==> config.mk <==
export PLATFORM = sky130hd
export DESIGN_NAME = sample_rec_ctrl
export DESIGN_NICKNAME = d
export VERILOG_FILES = /design/src/rtl/lp_audio_pkg.sv /design/src/rtl/sample_rec_ctrl.sv
export SDC_FILE = /design/constraint.sdc
export NUM_CORES = 1
export LEC_CHECK = 0
export CORE_ASPECT_RATIO = 0.6
export CORE_MARGIN = 10
export CORE_UTILIZATION = 45
export CTS_BUF_LIST = sky130_fd_sc_hd__clkbuf_4
export CTS_CLUSTER_SIZE = 12
export DETAILED_ROUTE_END_ITERATION = 7
export PLACE_DENSITY_LB_ADDON = 0.12
export SYNTH_ARGS = -nofsm -noshare
export SYNTH_HDL_FRONTEND = slang
export SYNTH_SLANG_ARGS = --single-unit
export TNS_END_PERCENT = 1
==> constraint.sdc <==
create_clock -name Clk -period 3.5 [get_ports Clk]
set_input_delay 0.525 -clock Clk [delete_from_list [all_inputs] [get_ports Clk]]
set_output_delay 0.525 -clock Clk [all_outputs]
set_load 0.02 [all_outputs]
==> src/rtl/lp_audio_pkg.sv <==
// Shared constants and types for the launchpad audio sample path.
// The address/data widths are also used by the sample BRAM instance.
package lp_audio_pkg;

    localparam int ADDR_W = 18;
    localparam int DATA_W = 10;

    typedef enum logic [1:0] {
        S_IDLE   = 2'd0,
        S_RECORD = 2'd1,
        S_PLAY   = 2'd2
    } ctrl_state_t;

endpackage

==> src/rtl/sample_rec_ctrl.sv <==
// Record/playback sequencer that owns the single port of the sample BRAM.
// Recording writes one sample per strobe; playback reads one sample per
// strobe and presents it two edges after the address is driven.
module sample_rec_ctrl
    import lp_audio_pkg::*;
#(
    parameter int ADDR_W = lp_audio_pkg::ADDR_W,
    parameter int DATA_W = lp_audio_pkg::DATA_W,
    parameter int LOOP   = 1
) (
    input  logic              Clk,
    input  logic              Reset,
    input  logic              rec_start,
    input  logic              rec_stop,
    input  logic              play_start,
    input  logic              play_stop,
    input  logic              sample_tick,
    input  logic [DATA_W-1:0] mic_data,
    output logic              ram_we,
    output logic [ADDR_W-1:0] ram_addr,
    output logic [DATA_W-1:0] ram_wdata,
    input  logic [DATA_W-1:0] ram_rdata,
    output logic [DATA_W-1:0] play_data,
    output logic              play_valid,
    output logic              recording,
    output logic              playing,
    output logic [ADDR_W:0]   rec_len
);

    // rec_len is one bit wider than the pointers so a completely full
    // memory (2^ADDR_W samples) is representable.
    localparam logic [ADDR_W:0] LEN_ONE  = (ADDR_W+1)'(1);
    localparam logic [ADDR_W:0] LEN_FULL = {1'b1, {ADDR_W{1'b0}}};

    ctrl_state_t       state_q;
    logic [ADDR_W-1:0] wr_ptr_q;
    logic [ADDR_W-1:0] rd_ptr_q;
    logic [ADDR_W:0]   rec_len_q;
    // Bit 0: address cycle of an issued read, bit 1: BRAM data cycle.
    logic [1:0]        inflight_q;
    // Set when the final read of a non-looping take is in flight.
    logic              last_q;

    logic              ram_we_q;
    logic [ADDR_W-1:0] ram_addr_q;
    logic [DATA_W-1:0] ram_wdata_q;
    logic [DATA_W-1:0] play_data_q;
    logic              play_valid_q;
    logic              recording_q;
    logic              playing_q;

    logic              rd_last_d;
    logic              rd_issue_d;
    logic [ADDR_W:0]   rec_len_d;

    // Derived conditions: last address of the take, read issue, length increment.
    always_comb begin
        rd_last_d  = ({1'b0, rd_ptr_q} == (rec_len_q - LEN_ONE));
        rd_issue_d = sample_tick && (inflight_q == 2'b00) && !last_q;
        rec_len_d  = rec_len_q + LEN_ONE;
    end

    // Sequencer state machine with all outputs registered.
    always_ff @(posedge Clk) begin
        if (Reset) begin
            state_q      <= S_IDLE;
            wr_ptr_q     <= '0;
            rd_ptr_q     <= '0;
            rec_len_q    <= '0;
            inflight_q   <= 2'b00;
            last_q       <= 1'b0;
            ram_we_q     <= 1'b0;
            ram_addr_q   <= '0;
            ram_wdata_q  <= '0;
            play_data_q  <= '0;
            play_valid_q <= 1'b0;
            recording_q  <= 1'b0;
            playing_q    <= 1'b0;
        end else begin
            // Write strobe and valid pulse are single-cycle by default.
            ram_we_q     <= 1'b0;
            play_valid_q <= 1'b0;

            case (state_q)
                S_IDLE: begin
                    // Record beats play when both are requested together.
                    if (rec_start) begin
                        state_q     <= S_RECORD;
                        recording_q <= 1'b1;
                        wr_ptr_q    <= '0;
                        rec_len_q   <= '0;
                    end else if (play_start && (rec_len_q != '0)) begin
                        state_q    <= S_PLAY;
                        playing_q  <= 1'b1;
                        rd_ptr_q   <= '0;
                        inflight_q <= 2'b00;
                        last_q     <= 1'b0;
                    end
                end

                S_RECORD: begin
                    // A stop coincident with a tick wins; that tick is lost.
                    if (rec_stop) begin
                        state_q     <= S_IDLE;
                        recording_q <= 1'b0;
                    end else if (sample_tick) begin
                        ram_we_q    <= 1'b1;
                        ram_addr_q  <= wr_ptr_q;
                        ram_wdata_q <= mic_data;
                        wr_ptr_q    <= wr_ptr_q + 1'b1;
                        rec_len_q   <= rec_len_d;
                        // Memory full: stop rather than overwrite the start.
                        if (rec_len_d == LEN_FULL) begin
                            state_q     <= S_IDLE;
                            recording_q <= 1'b0;
                        end
                    end
                end

                S_PLAY: begin
                    if (play_stop) begin
                        // Abandon any read in flight without a valid pulse.
                        state_q    <= S_IDLE;
                        playing_q  <= 1'b0;
                        inflight_q <= 2'b00;
                        last_q     <= 1'b0;
                    end else begin
                        inflight_q <= {inflight_q[0], rd_issue_d};
                        if (rd_issue_d) begin
                            ram_addr_q <= rd_ptr_q;
                            if (rd_last_d) begin
                                rd_ptr_q <= '0;
                                last_q   <= (LOOP == 0);
                            end else begin
                                rd_ptr_q <= rd_ptr_q + 1'b1;
                            end
                        end
                        if (inflight_q[1]) begin
                            play_data_q  <= ram_rdata;
                            play_valid_q <= 1'b1;
                            // Non-looping take ends as its last sample is presented.
                            if (last_q) begin
                                state_q   <= S_IDLE;
                                playing_q <= 1'b0;
                                last_q    <= 1'b0;
                            end
                        end
                    end
                end

                default: begin
                    state_q     <= S_IDLE;
                    recording_q <= 1'b0;
                    playing_q   <= 1'b0;
                end
            endcase
        end
    end

    assign ram_we     = ram_we_q;
    assign ram_addr   = ram_addr_q;
    assign ram_wdata  = ram_wdata_q;
    assign play_data  = play_data_q;
    assign play_valid = play_valid_q;
    assign recording  = recording_q;
    assign playing    = playing_q;
    assign rec_len    = rec_len_q;

endmodule

# --- Word level (Yosys, flattened, before mapping) ---
# Cells that the tools add are included.
classes:
  n_mux: 53
  reduce_logical: 21
  bitwise: 4
  add_sub_neg: 4
  eq_ne: 16
ops:
  columns: ["cell", "n"]
  rows:
  - ["18-bit 2-to-1 mux", 12]
  - ["18-bit case mux with 2 select lines", 3]
  - ["19-bit 2-to-1 mux", 3]
  - ["19-bit case mux with 2 select lines", 1]
  - ["18-bit by 1-bit adder with 18-bit output, second input constant", 2]
  - ["2-bit 2-to-1 mux", 11]
  - ["5-bit AND reduction", 4]
  - ["19-bit by 1-bit adder with 19-bit output, second input constant", 1]
  - ["18-bit by 19-bit == test with 1-bit output", 1]
  - ["19-bit == test, second input constant", 1]
  - ["19-bit nonzero test", 1]
  - ["19-bit by 1-bit subtractor with 19-bit output, second input constant", 1]
  - ["1-bit 2-to-1 mux", 18]
  - ["3-bit != test, second input constant", 5]
  - ["2-bit != test, second input constant", 7]
  - ["3-bit AND reduction", 3]
  - ["4-bit AND reduction", 2]
  - ["1-bit case mux with 3 select lines", 2]
  - ["2-bit case mux with 3 select lines", 1]
  - ["2-bit nonzero test", 3]
  - ["3-bit OR reduction", 2]
  - ["2-bit zero test", 2]
  - ["1-bit inverter", 4]
  - ["2-bit case mux with 2 select lines", 1]
  - ["other kinds (5)", 7]
word_totals:
  output_inout_bits: 61
  ff_bits: 102
  input_bits: 27

# --- Logic depth before layout (Yosys ltp) ---
# Gate-level depths: netlist of run 1.
logic_depth:
  word_depth: 8
  ltp_mapped: 13

# --- Worst setup path before layout of run 1 ---
# OpenSTA, ideal clock, no wires.
synth_path:
  kind: "register to register"
  startpoint: "register rec_len_q[0], in the netlist rec_len[0]"
  endpoint: "register rd_ptr_q[9]"
  path_stages_with_launch: 12
  required_time_ns: 3.384
  setup_time_ns: 0.116
  n_path_buf: 2
  arrival_ns: 2.979
  setup_slack_ns: 0.406
  cell_sequence: "dfxtp_1 > buf_2 > inv_1 > ha_1 > xnor2_1 > a2111oi_1 > inv_1 > a2111o_1 > or4_1 > buf_2 > a22o_1 > a31o_1"
synth_between:
  elab_chain_cells: 6
  elab_cells_between_ends: 10
  cone_classes: "1 x add/sub; 2 x eq/ne; 4 x mux; 3 x reduce/logical"
synth_lines:
  columns: ["item", "line", "text"]
  rows:
  - ["start: declaration", "sample_rec_ctrl.sv:38", "logic [ADDR_W:0] rec_len_q;"]
  - ["start signal: assignment", "sample_rec_ctrl.sv:111", "rec_len_q <= rec_len_d;"]
  - ["19-bit by 1-bit subtractor with 19-bit output", "sample_rec_ctrl.sv:58", "rd_last_d = ({1'b0, rd_ptr_q} == (rec_len_q - LEN_ONE));"]
  - ["18-bit by 19-bit == test with 1-bit output", "sample_rec_ctrl.sv:58", null]
  - ["18-bit 2-to-1 mux", "sample_rec_ctrl.sv:131", "if (rd_last_d) begin"]
  - ["18-bit 2-to-1 mux", "sample_rec_ctrl.sv:129", "if (rd_issue_d) begin"]
  - ["18-bit 2-to-1 mux", "sample_rec_ctrl.sv:121", "if (play_stop) begin"]
  - ["18-bit case mux with 2 select lines", "sample_rec_ctrl.sv:84", "case (state_q)"]
  - ["end signal: assignment", "sample_rec_ctrl.sv:135", "rd_ptr_q <= rd_ptr_q + 1'b1;"]
  - ["end: declaration", "sample_rec_ctrl.sv:37", "logic [ADDR_W-1:0] rd_ptr_q;"]
# Parallel ways exist; a longest one is shown, timed or not. The select of a mux whose other input is x is not followed.
# A chain may end at the register's enable or synchronous reset.

# --- Worst setup path after layout of run 1 ---
layout_path:
  startpoint: "register rec_len_q[1], in the netlist rec_len[1]"
  endpoint: "register rd_ptr_q[9]"
# Same word-level chain as after synthesis.

==> results_dict.tcl, run 1 <==
set metrics [dict create \
    ctsHoldBuffers 0 \
    rows 31 \
    fin_skew_ns 0.0169 \
    fmax_mhz 309 \
    die_h_um 106 \
    initial_core_util_pct 45.8 \
    period_minus_slack_ns 3.24 \
    cts-root-buf "clkbuf_4" \
    grt_pass1_wl_mm 25.0 \
    ys_ff_latch 102 \
    cts.repair.resized 0 \
    avgSynthCellArea_um2 7.90 \
    yosysTopAreaCellShare_pct 37.2 \
    maxCapViolCount 0 \
    drtIter0Drc 336 \
    drtAntennaViolNets 0 \
    p_leak_nw 2.40 \
    max-slew-margin-rel_pct 55.5 \
    nNetsFinal 789 \
    core_area_um2 12000 \
    clock_latency_ns 0.47 \
    drc 0 \
    drv_slew 0 \
    yosysWarnings 0 \
    cts_tree "built" \
    crit_path_end_kind "flip-flop" \
    wl_per_cell_um 16.5 \
    vias 5163 \
    path_clk_slew_ns 0.16 \
    antenna_found_initial 0 \
    synthCells 695 \
    total_power_mw 2.06 \
    rsz0062_at_grt "no" \
    diodes 0 \
    powerDensity_nw_per_um2 310 \
    outcome "finished clean" \
    grt_pass1_vias 4901 \
    crit_fanout 11 \
    area_growth_pct 21.2 \
    ir_drop_mv 0.165 \
    cts_max_level 3 \
    synth_cell_type_count 60 \
    syn_area_um2 5490 \
    cts_buffers 9 \
    hold_viol_final 0 \
    worstPathArrival_ns 3.62 \
    clkSinkCount 102 \
    portBuffers 87 \
    min_period_over_period_pct 92.6 \
    die_w_um 163 \
    final.setup.tns_ns 0 \
    place.gp.congestion 0.888 \
    track_usage_pct 17.6 \
    worstPathCellList "inv_1, ha_1, xnor2_1, a2111oi_2, inv_1, a2111o_1, or4_1, a22o_1, a31o_1" \
    via_per_inst 5.57 \
    dieArea_um2 17200 \
    setup_violations 0 \
    cp_slowest_cell "or4_1" \
    ios 88 \
    cpMostUsedCell "inv_1" \
    worst_pin_slew_ns 0.667 \
    slowest_delay_ns 0.65 \
    drt-pass1-iter-count 4 \
    clockBufferDepth 2 \
    grt_max_degree 41 \
    grt.overflow.total 0 \
    post_cts_buffers 0 \
    synth_edf_count 0 \
    hpwl_mm 11.5 \
    fillers 1120 \
    seq_area_frac_synth_pct 37.2 \
    drive_above_1_share_pct 7.22 \
    synthTopCellsByArea "dfxtp_1 (37%), nor2_1 (5.9%), nand2_1 (5.3%)" \
    postSynth.asyncResetShare_pct 0 \
    crit_type "flip-flop to flip-flop" \
    hold_class "flip-flop to flip-flop" \
    worst-endpoint-required_ns 3.88 \
    synth_top_area_cell "dfxtp_1" \
    ys.flop_type "dfxtp_1" \
    synth_fp_nets 726 \
    drt-total-wl_mm 15.3 \
    cp-start-kind "flip-flop" \
]
kinds of logic after synthesis:
| group | Yosys count | synth area share (%) |
|---|---|---|
| AOI/OAI and AO/OA | 154 | 18.1 |
| xor gates and xnor gates | 46 | 7.48 |
| adders and majority gates | 4 | 0.912 |
| buffers and inverters | 68 | 5.11 |
| DFF | 102 | 37.2 |
| muxes | 20 | 3.65 |
| and+or+nand+nor | 301 | 27.5 |
where the power goes:
group / internal, mW / switching (mW) / leakage [nW]
sequential: 1.18 / 0.00893 / 0.824
combinational: 0.0795 / 0.0998 / 1.50
clock: 0.285 / 0.411 / 0.0798
area by class of cell:
type	count	area (um^2)	area share, %
multi-input cells	525	3180	47.8
flip-flops and latches	102	2040	30.7
well taps	165	206	3.10
clock buffers	9	67.6	1.02
inverters	11	41.3	0.621
repair buffers	109	1030	15.5
clock inverters	6	85.1	1.28
registers in the layout, indices dropped and copies added (netlist names):
register,count
rec_len,19
wr_ptr_q,18
play_valid,1
ram_we,1
recording,1
ram_wdata,10
ram_addr,18
inflight_q,2
rd_ptr_q,18
last_q,1
playing,1
state_q,2
play_data,10
critical path, delay by kind of cell (launching register included):
kind,cells,cell delay [ns]
adders and majority gates,1,0.31
DFF,1,0.58
and+or+nand+nor,1,0.65
AOI/OAI and AO/OA,4,1.27
buffers and inverters,2,0.17
xor gates and xnor gates,1,0.16
per-layer routing:
layer	track usage, %	share of wire [%]	vias up
li1	-	-	2599
met1	24.5	49	2393
met2	24.6	40	158
met3	7.19	10	13
met4	4.17	0.78	0
met5	0	0	-
layout by cell type (no fill, tap or decap), types with 3 or more instances in the layout:
cell type,Yosys,final
dfxtp_1,102,102
nor2b_1,8,8
or4_1,3,3
o211ai_1,4,4
and3_1,14,14
nor2_1,86,86
a41oi_1,3,3
nor4b_1,5,4
o21ai_1,10,10
and4_1,3,3
or2_2,3,3
nand2b_1,4,4
or3_1,9,9
o21ai_0,20,20
nor4_1,8,8
nand4_1,13,13
xor2_1,19,19
mux2i_1,20,20
a31oi_1,9,9
clkdlybuf4s50_1,0,86
nand3_1,27,27
xnor2_1,26,26
a211oi_1,20,20
nand2_1,78,78
nand4b_1,3,3
a22oi_1,8,8
a22o_1,12,12
inv_1,11,11
ha_1,4,4
nor3_1,20,20
and2_1,3,3
a21oi_1,52,52
buf_4,0,22
clkbuf_4,0,9
final timing paths:
path	startpoint	end	slack [ns]	cells past startpoint
setup reg to reg	rec_len[1]	rd_ptr_q[9]	0.26	9
setup / recovery	rec_len[1]	rd_ptr_q[9]	0.26	9
hold / removal	play_data[6]	play_data[6]	0.46	2
hold reg to reg	play_data[6]	play_data[6]	0.46	2
through the flow:
step / worst slack [ns] / utilization, % / instances / hold WS [ns] / instance area (um^2)
3_3_place_gp: 0.280 / 54.2 / 912 / 0.442 / 6490
3_5_place_dp: 0.205 / 54.2 / 912 / 0.446 / 6490
4_1_cts: 0.187 / 55.4 / 927 / 0.465 / 6650
2_1_floorplan: 0.406 / - / 695 / 0.449 / 5490
5_1_grt: 0.0332 / 55.5 / 927 / 0.488 / 6650
6_report: 0.259 / 55.5 / 927 / 0.463 / 6650
cells in the mapped netlist (11+ instances only):
cell / n
clkbuf_1: 43
dfxtp_1: 102
a21oi_1: 52
nand2_1: 78
a22o_1: 12
a211oi_1: 20
xnor2_1: 26
xor2_1: 19
and3_1: 14
inv_1: 11
nor2_1: 86
nor3_1: 20
nand4_1: 13
mux2i_1: 20
nand3_1: 27
o21ai_0: 20
No activity file was read; power rests on OpenSTA's default activity.
==> run 2: changes to the inputs <==
--- a/config.mk
+++ b/config.mk
@@ -7,7 +7,7 @@
 export LEC_CHECK = 0
 export CORE_ASPECT_RATIO = 0.6
 export CORE_MARGIN = 10
-export CORE_UTILIZATION = 45
+export CORE_UTILIZATION = 33
 export CTS_BUF_LIST = sky130_fd_sc_hd__clkbuf_4
 export CTS_CLUSTER_SIZE = 12
 export DETAILED_ROUTE_END_ITERATION = 7
==> results_dict.tcl, run 2 (same netlist as run 1, synthesis figures left out) <==
set metrics [dict create \
    outcome "finished clean" \
    grt.overflow.total 0 \
    cts-root-buf "clkbuf_4" \
    drtIter0Drc 397 \
    dieArea_um2 22400 \
    p_leak_nw 2.41 \
    fillers 1706 \
    wl_per_cell_um 16.6 \
    hold_class "flip-flop to flip-flop" \
    ios 88 \
    grt_pass1_vias 5048 \
    drt-pass1-iter-count 5 \
    r2r-start "rec_len[0]" \
    hold_viol_final 0 \
    ir_drop_mv 0.162 \
    slowest_delay_ns 0.64 \
    min-delay-start "ram_wdata[8]" \
    clockBufferDepth 2 \
    min_period_over_period_pct 89.3 \
    whs_endpoint "ram_wdata[8]" \
    via_per_inst 5.23 \
    place.gp.congestion 0.849 \
    initial_core_util_pct 33.7 \
    portBuffers 87 \
    final.setup.tns_ns 0 \
    drtAntennaViolNets 0 \
    setup_violations 0 \
    track_usage_pct 14.8 \
    crit_fanout 8 \
    cpMostUsedCell "inv_1" \
    clock_latency_ns 0.46 \
    r2r-end "rd_ptr_q[9]" \
    rsz0062_at_grt "no" \
    vias 5198 \
    crit_type "flip-flop to flip-flop" \
    crit_path_end_kind "flip-flop" \
    area_growth_pct 22.4 \
    total_power_mw 1.97 \
    worst-endpoint-required_ns 3.88 \
    clkSinkCount 102 \
    worst_pin_slew_ns 0.719 \
    drc 0 \
    cts.repair.resized 0 \
    die_w_um 186 \
    cp-start-kind "flip-flop" \
    core_area_um2 16300 \
    cts_max_level 3 \
    ctsHoldBuffers 0 \
    drive_above_1_share_pct 7.57 \
    final_area_um2 6720 \
    diodes 0 \
    die_h_um 120 \
    cts_buffers 9 \
    place_area_um2 6590 \
    grt_pass1_wl_mm 27.3 \
    powerDensity_nw_per_um2 293 \
    fin_skew_ns 0.0185 \
    rows 36 \
    grt_max_degree 43 \
    final_cell_mix "dfxtp_1 (102), nor2_1 (86), clkdlybuf4s50_1 (86)" \
    min_path_cells 2 \
    worstPathArrival_ns 3.50 \
    worstPathCellList "inv_1, ha_1, xnor2_1, a2111oi_1, inv_1, a2111o_1, or4_1, a22o_1, a31o_1" \
    reg2reg_slack_ns 0.37 \
    path_clk_slew_ns 0.17 \
    max-slew-margin-rel_pct 52.1 \
    maxCapViolCount 0 \
    hpwl_mm 12.4 \
    antenna_found_initial 0 \
    drt-total-wl_mm 16.5 \
    hold_ws_ns 0.466 \
    drv_slew 0 \
    fmax_mhz 320 \
    period_minus_slack_ns 3.13 \
    largest_reg_flops 19 \
    nNetsFinal 792 \
    cp_slowest_cell "or4_1" \
    layout_commonest_cell "dfxtp_1" \
    r2r_cells 9 \
    cts_tree "built" \
    post_cts_buffers 0 \
]
## run 2: cell types whose count changed in the layout (fill, tap and decap cells not counted), sizes merged
cell,previous run,this run
clkinvlp,1,0
buf,23,26
inv,12,15
bufinv,2,0
clkinv,2,3
## run 2: area by class of cell
class / instances / area [um^2] / share of cell area (%)
multi-input combinational: 525 / 3170 / 47.2
sequential: 102 / 2040 / 30.4
timing repair buffer: 112 / 1050 / 15.7
tap: 228 / 285 / 4.25
clock buffer: 9 / 67.6 / 1.01
clock inverter: 7 / 55.1 / 0.820
inverter: 11 / 41.3 / 0.615
## run 2: worst max-delay path, delay by kind of cell (launching register included)
kind / cells / cell delay, ns
AOI/OAI and AO/OA: 4 / 1.35
adders and majority gates: 1 / 0.33
and+or+nand+nor: 1 / 0.64
DFF: 1 / 0.42
xor gates and xnor gates: 1 / 0.15
buffers and inverters: 2 / 0.16
## run 2: how the worst max path moves through the flow
stage | from | end | slack, ns | depth (start not counted)
6_report | rec_len[0] | rd_ptr_q[9] | 0.37 | 9
2_1_floorplan | rec_len[0] | rd_ptr_q[9] | 0.41 | 11
3_5_place_dp | rec_len[0] | rd_ptr_q[9] | 0.44 | 9
4_1_cts | rec_len[0] | rd_ptr_q[9] | 0.42 | 9
3_3_place_gp | rec_len[0] | rd_ptr_q[9] | 0.47 | 9
5_1_grt | rec_len[0] | rd_ptr_q[7] | 0.20 | 11
## run 2: metal layers
| metal | up-vias | wire [um] | track usage (%) |
|---|---|---|---|
| met5 | - | 0 | 0 |
| met4 | 0 | 122 | 2.66 |
| met3 | 11 | 1410 | 5.67 |
| met2 | 139 | 6540 | 21.0 |
| met1 | 2441 | 8470 | 20.9 |
| li1 | 2607 | - | - |
## run 2: power breakdown
group | switching, mW | leakage [nW] | total, mW | internal, mW
clock network | 0.442 | 0.0706 | 0.600 | 0.158
logic | 0.104 | 1.51 | 0.184 | 0.0802
registers | 0.00870 | 0.824 | 1.19 | 1.18
total | 0.555 | 2.41 | 1.97 | 1.41
## run 2: stage by stage
step / utilization, % / worst slack, ns / instances
global route: 41.3 / 0.199 / 994
global placement: 40.6 / 0.473 / 978
CTS: 41.3 / 0.416 / 994
finish: 41.3 / 0.375 / 994
detailed placement: 40.6 / 0.435 / 978
floorplan: - / 0.406 / 695
==> run 3: changes to the inputs <==
--- a/config.mk
+++ b/config.mk
@@ -11,6 +11,7 @@
 export CTS_BUF_LIST = sky130_fd_sc_hd__clkbuf_4
 export CTS_CLUSTER_SIZE = 12
 export DETAILED_ROUTE_END_ITERATION = 7
+export GPL_TIMING_DRIVEN = 0
 export PLACE_DENSITY_LB_ADDON = 0.12
 export SYNTH_ARGS = -nofsm -noshare
 export SYNTH_HDL_FRONTEND = slang
==> results_dict.tcl, run 3 (same netlist as run 1, synthesis figures left out) <==
set metrics [dict create \
    grt_max_degree 20 \
    path_clk_slew_ns 0.17 \
    drt-pass1-iter-count 5 \
    dp_worst_setup_slack_ns 0.0923 \
    worstPathArrival_ns 3.78 \
    die_w_um 186 \
    grt_pass1_vias 5155 \
    powerDensity_nw_per_um2 302 \
    cts-root-buf "clkbuf_4" \
    ios 88 \
    track_usage_pct 15.7 \
    fmax_mhz 295 \
    final_cell_mix "dfxtp_1 (102), clkdlybuf4s50_1 (87), nor2_1 (86)" \
    drt-total-wl_mm 17.8 \
    die_h_um 120 \
    p_leak_nw 2.43 \
    setup_violations 0 \
    final.setup.tns_ns 0 \
    cts_buffers 9 \
    ctsHoldBuffers 0 \
    cts_tree "built" \
    worst-endpoint-required_ns 3.89 \
    post-route-util_pct 42.1 \
    via_per_inst 5.26 \
    initial_core_util_pct 33.7 \
    hold_viol_final 0 \
    outcome "finished clean" \
    clkSinkCount 102 \
    dieArea_um2 22400 \
    crit_fanout 10 \
    layout_commonest_cell "dfxtp_1" \
    nNetsFinal 825 \
    largest_reg_flops 19 \
    total_power_mw 2.07 \
    r2r_cells 13 \
    cp-start-kind "flip-flop" \
    portBuffers 87 \
    hold_class "flip-flop to flip-flop" \
    rows 36 \
    drc 0 \
    worst_pin_slew_ns 0.828 \
    wl_per_cell_um 17.3 \
    drv_slew 0 \
    diodes 0 \
    period_minus_slack_ns 3.39 \
    drtIter0Drc 413 \
    crit_path_end_kind "flip-flop" \
    drive_above_1_share_pct 5.88 \
    hpwl_mm 13.8 \
    cts_max_level 3 \
    area_growth_pct 24.7 \
    clockBufferDepth 2 \
    seq_area_um2 2040 \
    grt.overflow.total 0 \
    crit_type "flip-flop to flip-flop" \
    drtAntennaViolNets 0 \
    fin_skew_ns 0.0248 \
    min_path_cells 2 \
    vias 5406 \
    fin_ws_ns 0.114 \
    maxCapViolCount 0 \
    cellInternalPower_mw 1.49 \
    p_clk_share_pct 33.2 \
    p_seq_share_pct 57.3 \
    p_sw_mw 0.576 \
    swShare_pct 27.8 \
    multi_input_area_um2 3200 \
    ir_drop_mv 0.207 \
    clock_latency_ns 0.50 \
    place.gp.congestion 0.950 \
    grt_pass1_wl_mm 28.5 \
    antenna_found_initial 0 \
    fillers 1663 \
    core_area_um2 16300 \
    min_period_over_period_pct 96.7 \
    comb_power_share_pct 9.5 \
    max-slew-margin-rel_pct 44.7 \
]
==> run 3: cell count changes in the layout (fill, tap and decap cells not counted), sizes merged <==
cell           change
buf               -11
bufinv             +1
clkbuf            +43
clkdlybuf4s50      +1
clkinv             -1
==> run 3: final cells by class <==
cell class	count	share of cell area, %
multi-input cells	525	46.8
flip-flops and latches	102	29.8
repair buffers	88	12.8
well taps	228	4.17
plain buffers	57	3.49
clock inverters	7	1.28
clock buffers	9	0.987
inverters	11	0.603
==> run 3: through the flow <==
step,hold WS (ns),area [um^2],cells
3_3_place_gp,0.442,6640,1010
2_1_floorplan,0.449,5490,695
3_5_place_dp,0.449,6650,1010
5_1_grt,0.496,6850,1027
6_report,0.466,6850,1027
4_1_cts,0.470,6810,1026
==> run 3: repair_timing <==
item | 4_1_cts | 5_1_grt
resized for setup | 0 | 5
setup endpoints to repair | 0 | 19
buffers inserted | 0 | 1
==> run 3: path summary, 6_finish.rpt <==
path	slack [ns]	end	start
setup / recovery	0.11	rd_ptr_q[9]	rec_len[0]
hold / removal	0.47	play_data[7]	play_data[7]
setup reg to reg	0.11	rd_ptr_q[9]	rec_len[0]
hold reg to reg	0.47	play_data[7]	play_data[7]
==> run 3: critical path: stages, from the launching register on <==
cell,delay (ns)
dfxtp_1,0.38
buf_2,0.20
inv_1,0.08
ha_1,0.24
nor3b_4,0.34
and3_1,0.20
clkbuf_1,0.21
a211o_1,0.21
o21ai_0,0.09
a2111o_1,0.30
or4_1,0.46
buf_2,0.20
a22o_1,0.19
a31o_1,0.17
==> run 3: power by group through the flow <==
stage               Combinational [mW]  Sequential [mW]  Clock (mW)
finish                           0.196             1.19       0.687
global route                     0.212             1.19       0.770
CTS                              0.194             1.19       0.724
detailed placement               0.193             1.21           0
global placement                 0.191             1.21           0
floorplan                       0.0801             1.22           0
==> run 3: metal layers <==
metal	global-route usage (%)	vias up	routed length, um
li1	-	2667	-
met1	22.4	2525	9180
met2	21.3	199	6620
met3	6.36	15	1820
met4	3.86	0	178
met5	0	-	0
